==> src/rtl/vote_pipe_nway.sv <==
// Registered N-channel, W-bit bitwise majority/minority voter on a valid/ready stream,
// with per-channel health FSMs. Optional per-channel dissent counters: VOTE_DISSENT_CNT_EN.
module vote_pipe_nway #(
  parameter int N           = 3,
  parameter int W           = 1,
  parameter int DISSENT_LIM = 4
) (
  input  logic           clk,
  input  logic           reset,
  input  logic           mode,
  input  logic [N*W-1:0] in_data,
  input  logic           in_valid,
  output logic           in_ready,
  output logic [W-1:0]   out_data,
  output logic           out_valid,
  input  logic           out_ready,
  output logic [N-1:0]   fault_mask,
  input  logic           clear_faults,
  output logic [N*8-1:0] dissent_cnt
);

  localparam int             CW   = $clog2(N + 1);
  localparam logic [CW-1:0]  HALF = CW'(N / 2);
  localparam logic [7:0]     LIM  = 8'(DISSENT_LIM);

  typedef enum logic [1:0] {HEALTHY, SUSPECT, FAULTED} ch_state_t;

  if ((N < 3) || (N % 2 == 0)) begin : g_bad_n
    $error("vote_pipe_nway: N must be odd and >= 3");
  end
  if (W < 1) begin : g_bad_w
    $error("vote_pipe_nway: W must be >= 1");
  end
  if ((DISSENT_LIM < 2) || (DISSENT_LIM > 255)) begin : g_bad_lim
    $error("vote_pipe_nway: DISSENT_LIM must be in 2..255");
  end

  logic            w_in_xfer;
  logic [CW-1:0]   w_ones;
  logic [W-1:0]    w_maj;
  logic [N-1:0]    w_dissent;

  logic            r_out_valid;
  logic [W-1:0]    r_out_data;
  logic [N-1:0]    r_fault_mask;
  ch_state_t       r_state [N];
  logic [7:0]      r_cc    [N];

  assign in_ready   = !r_out_valid || out_ready;
  assign w_in_xfer  = in_valid && in_ready;
  assign out_valid  = r_out_valid;
  assign out_data   = r_out_data;
  assign fault_mask = r_fault_mask;

  // NOTE: every variable written in always_comb gets a default first, so no path infers a latch.
  always_comb begin
    w_maj  = '0;
    w_ones = '0;
    for (int b = 0; b < W; b++) begin
      w_ones = '0;
      for (int k = 0; k < N; k++) begin
        w_ones = w_ones + CW'(in_data[k*W + b]);
      end
      w_maj[b] = (w_ones > HALF);
    end
  end

  // Dissent is always judged against the majority word, even in minority mode.
  always_comb begin
    w_dissent = '0;
    for (int k = 0; k < N; k++) begin
      w_dissent[k] = (in_data[k*W +: W] != w_maj);
    end
  end

  // NOTE: sequential state uses non-blocking assignments so all registers update from pre-edge values.
  always_ff @(posedge clk) begin
    if (reset) begin
      r_out_valid <= 1'b0;
      r_out_data  <= '0;
    end else if (w_in_xfer) begin
      r_out_valid <= 1'b1;
      r_out_data  <= mode ? ~w_maj : w_maj;
    end else if (out_ready) begin
      r_out_valid <= 1'b0;
    end
  end

  // NOTE: the per-channel state arrays are small control registers, so they are reset like any flop.
  always_ff @(posedge clk) begin
    if (reset || clear_faults) begin
      r_fault_mask <= '0;
      for (int k = 0; k < N; k++) begin
        r_state[k] <= HEALTHY;
        r_cc[k]    <= '0;
      end
    end else if (w_in_xfer) begin
      for (int k = 0; k < N; k++) begin
        case (r_state[k])
          HEALTHY: begin
            if (w_dissent[k]) begin
              r_state[k] <= SUSPECT;
              r_cc[k]    <= 8'd1;
            end
          end
          SUSPECT: begin
            if (!w_dissent[k]) begin
              r_state[k] <= HEALTHY;
              r_cc[k]    <= '0;
            end else begin
              r_cc[k] <= r_cc[k] + 8'd1;
              if (r_cc[k] + 8'd1 == LIM) begin
                r_state[k]      <= FAULTED;
                r_fault_mask[k] <= 1'b1;
              end
            end
          end
          FAULTED: ;
          default: r_state[k] <= HEALTHY;
        endcase
      end
    end
  end

`ifdef VOTE_DISSENT_CNT_EN
  logic [7:0] r_dcnt [N];

  always_ff @(posedge clk) begin
    if (reset || clear_faults) begin
      for (int k = 0; k < N; k++) r_dcnt[k] <= '0;
    end else if (w_in_xfer) begin
      for (int k = 0; k < N; k++) begin
        if (w_dissent[k] && (r_dcnt[k] != 8'hFF)) r_dcnt[k] <= r_dcnt[k] + 8'd1;
      end
    end
  end

  always_comb begin
    dissent_cnt = '0;
    for (int k = 0; k < N; k++) dissent_cnt[k*8 +: 8] = r_dcnt[k];
  end
`else
  assign dissent_cnt = '0;
`endif

endmodule

==> config.mk <==
export PLATFORM = sky130hd
export DESIGN_NAME = vote_pipe_nway
export DESIGN_NICKNAME = d
export VERILOG_FILES = /design/src/rtl/vote_pipe_nway.sv
export SDC_FILE = /design/constraint.sdc
export NUM_CORES = 1
export LEC_CHECK = 0
export ABC_AREA = 1
export CAP_MARGIN = 15
export CORE_ASPECT_RATIO = 1.75
export CORE_MARGIN = 2
export CORE_UTILIZATION = 55
export CTS_BUF_LIST = sky130_fd_sc_hd__clkbuf_8
export CTS_CLUSTER_DIAMETER = 50
export DETAILED_ROUTE_END_ITERATION = 6
export GPL_TIMING_DRIVEN = 1
export PLACE_DENSITY = 0.82
export SYNTH_ARGS = -nofsm -noshare
export SYNTH_HDL_FRONTEND = slang
export SYNTH_SLANG_ARGS = --single-unit
==> constraint.sdc <==
create_clock -name clk -period 2.9 [get_ports clk]
set_input_delay 0.29 -clock clk [delete_from_list [all_inputs] [get_ports clk]]
set_output_delay 0.29 -clock clk [all_outputs]
set_load 0.05 [all_outputs]
### After elaboration in Yosys (flattened, before gate mapping)

Memories as Yosys holds them, arrays and structs flattened.
Index checks and enable logic that the tools add are counted.

| storage, ports and cells | value |
|---|---|
| bits of input ports | 9 |
| bits in latches | 0 |
| bits in writable memories | 30 |
| output and inout port bits | 30 |
| memories kept | 2 |
| register bits | 5 |
| logic and storage cells | 159 |
| bits in read-only memories | 0 |

| cells by class | value |
|---|---|
| bitwise gates (word level) | 22 |
| reduce and logical (&&, ||, !) cells | 14 |
| equality and inequality tests | 12 |
| shift-type cells | 0 |
| multiply operators | 0 |
| add/sub/neg operators | 5 |
| magnitude comparators | 1 |
| divide/modulo/power cells | 0 |
| muxes and demuxes | 98 |

Memories:

| name | depth | bits a word | rd ports | clocked after Yosys merged registers in | write ports | line | RTL |
|---|---|---|---|---|---|---|---|
| r_cc | 3 | 8 | 3 | 0 | 3 | 47 | `logic [7:0] r_cc [N];` |
| r_state | 3 | 2 | 3 | 0 | 3 | 46 | `ch_state_t r_state [N];` |

Operators with widths:

| operator | number |
|---|---|
| two-way mux 1 bit | 77 |
| two-way mux 8 bit | 9 |
| adder 8 x 1 -> 8 bit (second input constant) | 3 |
| == test 8 x 3 -> 1 bit (second input constant) | 3 |
| two-way mux 2 bit | 12 |
| OR 1 bit | 21 |
| AND reduction 4 bit | 3 |
| OR reduction 3 bit | 3 |
| == test 2 x 1 -> 1 bit (second input constant) | 3 |
| == test 2 bit (second input constant) | 3 |
| logical NOT 2 bit | 3 |
| inequality test 1 bit | 3 |
| adder 1 x 1 -> 2 bit | 1 |
| adder 2 x 1 -> 2 bit | 1 |
| greater-than comparator 2 x 1 -> 1 bit (second input constant) | 1 |
| logical OR 1 bit | 2 |
| nonzero test 2 bit | 1 |
| logical AND 1 bit | 1 |
| logical NOT 1 bit | 1 |
| inverter 1 bit | 1 |

### Depth between registers and ports, before layout

| logic depth | value |
|---|---|
| depth in word-level cells | 13 |
| depth in mapped cells | 11 |

### Worst setup path before layout

OpenSTA, ideal clock, no wires.

| timing path | value |
|---|---|
| kind | reg-to-reg |
| from | register r_out_valid, in the netlist out_valid |
| to | memory r_state[0][0] (netlist bit) (data pin) |
| path buffers | 0 |
| arrival | 1.752 ns |
| cell stages (with the launch flop) | 10 |
| slack | 0.893 ns |
| cell sequence | dfxtp_1 -> nand2_2 -> nand2_4 -> inv_4 -> nand3_2 -> a21oi_1 -> nor2_1 -> nand3_2 -> nor2_1 -> nor2_1 |

RTL lines:

| element | line | RTL |
|---|---|---|
| start: declaration | 43 | `logic r_out_valid;` |
| start signal: assignment | 79 | `r_out_valid <= 1'b0;` |
| start signal: assignment | 82 | `r_out_valid <= 1'b1;` |
| start signal: assignment | 85 | `r_out_valid <= 1'b0;` |
| end: declaration | 46 |  |

==> impl_metrics.csv <==
group,metric,value,unit
critical_path,cp_num_buf_inv,2,
timing,max_freq,451,MHz
yosys,synth_cell_types,30,
drt,wirelength,4230,um
clock_network,cts.repair.resized,0,
placement,port_buffers,14,
critical_path,worst-setup-path-type,"in -> reg",
floorplan,num_rows,31,
floorplan,start_util,57.1,%
timing,tns,0,ns
timing,fin_skew,0.00530,ns
drt,vias_per_cell,4.95,
yosys,yosys_warnings,0,
timing,slew_viol_final,0,
placement,dp_hpwl,3310,um
floorplan,die-area,0.00483,mm2
drt,remaining_drc_errors,0,
clock_network,cts_max_level,2,
critical_path,path_delay_family,"simple AND/OR/NAND/NOR gates",
yosys,yosysSeqAreaShare,42.2,%
drt,drt_pass1_iterations,4,
power,p_per_area,460,mW/mm2
power,p_leak,1.17,nW
clock_network,cts_root_buf,"clkbuf_8",
critical_path,crit_path_frequent_cell,"nand2_1",
critical_path,path_max_fanout,8,
timing,rsz0062_at_grt,"no",
placement,gp_congestion,0.811,
clock_network,path_clk_slew,0.07,ns
critical_path,crit_path_max_incr_delay,0.45,ns
drt,ant_nets,0,
finish,multiInputGateArea,0.00109,mm2
clock_network,clock_path_buffers,2,
critical_path,startpoint_type,"primary input",
finish,syn_to_final_growth,8.05,%
critical_path,required,2.89,ns
timing,relSlewSlack,66.4,%
global_routing,grt_remaining_overflow,0,
timing,min_period,2.22,ns
timing,setup_viol,0,
timing,hold_violations,0,
global_routing,grt_pass1_vias,1720,
finish,seqCellArea,991,um2
clock_network,postCtsHoldBufs,0,
drt,dr.first_iter.drc_count,62,
min_path,hold_class,"reg -> reg",
clock_network,postCtsSetupRepairBufs,0,
drt,vias,1810,
finish,drive_above_1_share,10.7,%
run_status,outcome,"finished clean",
floorplan,die_y,90.4,um
finish,layout.core_utilization,61.7,%
global_routing,grt_usage,20.0,%
critical_path,crit_path_end_kind,"register",
yosys,postSynthCellCount,297,
clock_network,cts_sinks,35,
power,ir_drop,0.436,mV
finish,n_antenna_cell,0,
yosys,synth.cell_area,0.00235,mm2
yosys,syn_avg_cell_area,7.90,um2
finish,nets,330,
global_routing,grt_pass1_wl,7130,um
global_routing,antenna_found_initial,0,
timing,hold_slack,0.471,ns
finish,nFillCells,375,
yosys,synth_seq_cells,35,
timing,tightest_slew,0.503,ns
clock_network,clock_latency,0.29,ns
clock_network,cts_tree,"built",
clock_network,cts_buffers,5,
floorplan,coreArea,0.00411,mm2
critical_path,arrival,2.21,ns
global_routing,grt_start_max_net_pins,16,
drt,avgRoutedWirePerCell,11.6,um
timing,min_period_over_period,76.5,%
critical_path,crit_slowest_cell,"clkdlybuf4s50_1",
critical_path,cp_cell_sequence,"clkdlybuf4s50_1 > ha_1 > nand2_1 > nand2_1 > xnor2_1 > nor2_1 > nand2_1 > inv_1 > nor2_1 > nand2_1",
floorplan,ios,39,
floorplan,dieWidth,53.4,um
run,max_cap_viol_count,0,
placed cells by master, fill, tap and decap left out, drive strengths merged, types with 6 or more instances in the layout:
master and n:
nand2 74, nor2 52, inv 42, edfxtp 29, conb 24, nand3 22, clkdlybuf4s50 14, a21oi 10
o21ai 7, dfxtp 6, nand4 6
worst paths after layout:
| path | from | end | slack, ns | cells after the start |
|---|---|---|---|---|
| max | in_data[0] | r_cc[2][4] | 0.68 | 10 |
| min reg2reg | fault_mask[0] | fault_mask[0] | 0.47 | 2 |
| min | fault_mask[0] | fault_mask[0] | 0.47 | 2 |
| max reg2reg | r_cc[0][0] | r_state[0][0] | 1.06 | 8 |
worst register-to-register path, delay by kind of cell (launching register included):
family / cells / cell delay, ns
xor gates and xnor gates: 1 / 0.16
adders and majority gates: 1 / 0.29
DFF: 1 / 0.47
and+or+nand+nor: 6 / 0.67
through the flow:
step / instances / worst slack, ns / total power [W] / instance area [um2]
2_1_floorplan: 320 / 0.893 / 0.000803 / 2430
4_1_cts: 366 / 0.715 / 0.00117 / 2540
3_5_place_dp: 358 / 0.404 / 0.000824 / 2450
6_report: 366 / 0.681 / 0.00117 / 2540
5_1_grt: 366 / 0.550 / 0.00121 / 2540
3_3_place_gp: 358 / 0.445 / 0.000820 / 2450
synthesized netlist by cell type:
master,n,area (um2)
inv_4,1,6.26
o21ai_1,3,15.0
nor2_1,44,165
ha_1,5,62.6
a211oi_1,1,7.51
nand2_2,4,25.0
edfxtp_1,29,871
xor2_1,3,26.3
nor3_1,1,5.00
inv_2,2,7.51
nand2_1,69,259
nand4_1,4,25.0
a21oi_1,10,50.1
nand3_1,16,80.1
nor2_4,1,11.3
nand3b_1,5,37.5
nand2_4,1,11.3
clkinv_1,1,3.75
nor3_2,2,20.0
nand4_2,1,12.5
inv_1,39,146
nand3_2,6,60.1
o21ai_0,4,20.0
dfxtp_1,6,120
xnor2_1,4,35.0
conb_1,1,3.75
nor3b_1,1,7.51
nor2_2,7,43.8
buf_4,25,188
nand4_4,1,21.3
power breakdown:
part | leakage [nW] | total, W | internal, W | switching (W)
registers | 0.373 | 0.000603 | 0.000576 | 0.0000269
logic | 0.754 | 0.000212 | 0.0000509 | 0.000161
clock network | 0.0402 | 0.000351 | 0.000167 | 0.000184
total | 1.17 | 0.00117 | 0.000794 | 0.000372
registers in the layout, indices dropped and copies added (netlist names):
name / flops
r_cc: 24
r_state: 6
fault_mask: 3
out_data: 1
out_valid: 1
area by class of cell:
| cell class | count | share of cell area (%) |
|---|---|---|
| flip-flops and latches | 35 | 39.1 |
| inverters | 43 | 6.46 |
| clock inverters | 3 | 0.789 |
| repair buffers | 14 | 5.53 |
| clock buffers | 5 | 2.71 |
| well taps | 49 | 2.42 |
| multi-input cells | 217 | 43.0 |
metal layers:
metal	wire, um	track usage, %	part of all wire, %	vias to the layer above
met2	2240	33.8	53	52
met3	173	3.64	4.1	11
met4	132	10.0	3.1	0
met5	0	0	0	-
met1	1680	22.8	40	813
li1	-	-	-	934
logic make-up (layout without fill, tap and decap cells):
family,count (synthesis),in the layout,share of synthesized area [%]
fa+ha+maj,5,5,2.67
simple gates,163,163,33.4
compound gates,18,18,3.94
other cells,1,24,0.160
buf+inv,68,65,15.0
xor+xnor,7,7,2.61
flops,35,35,42.2
Power figures use the tool's default switching activity.
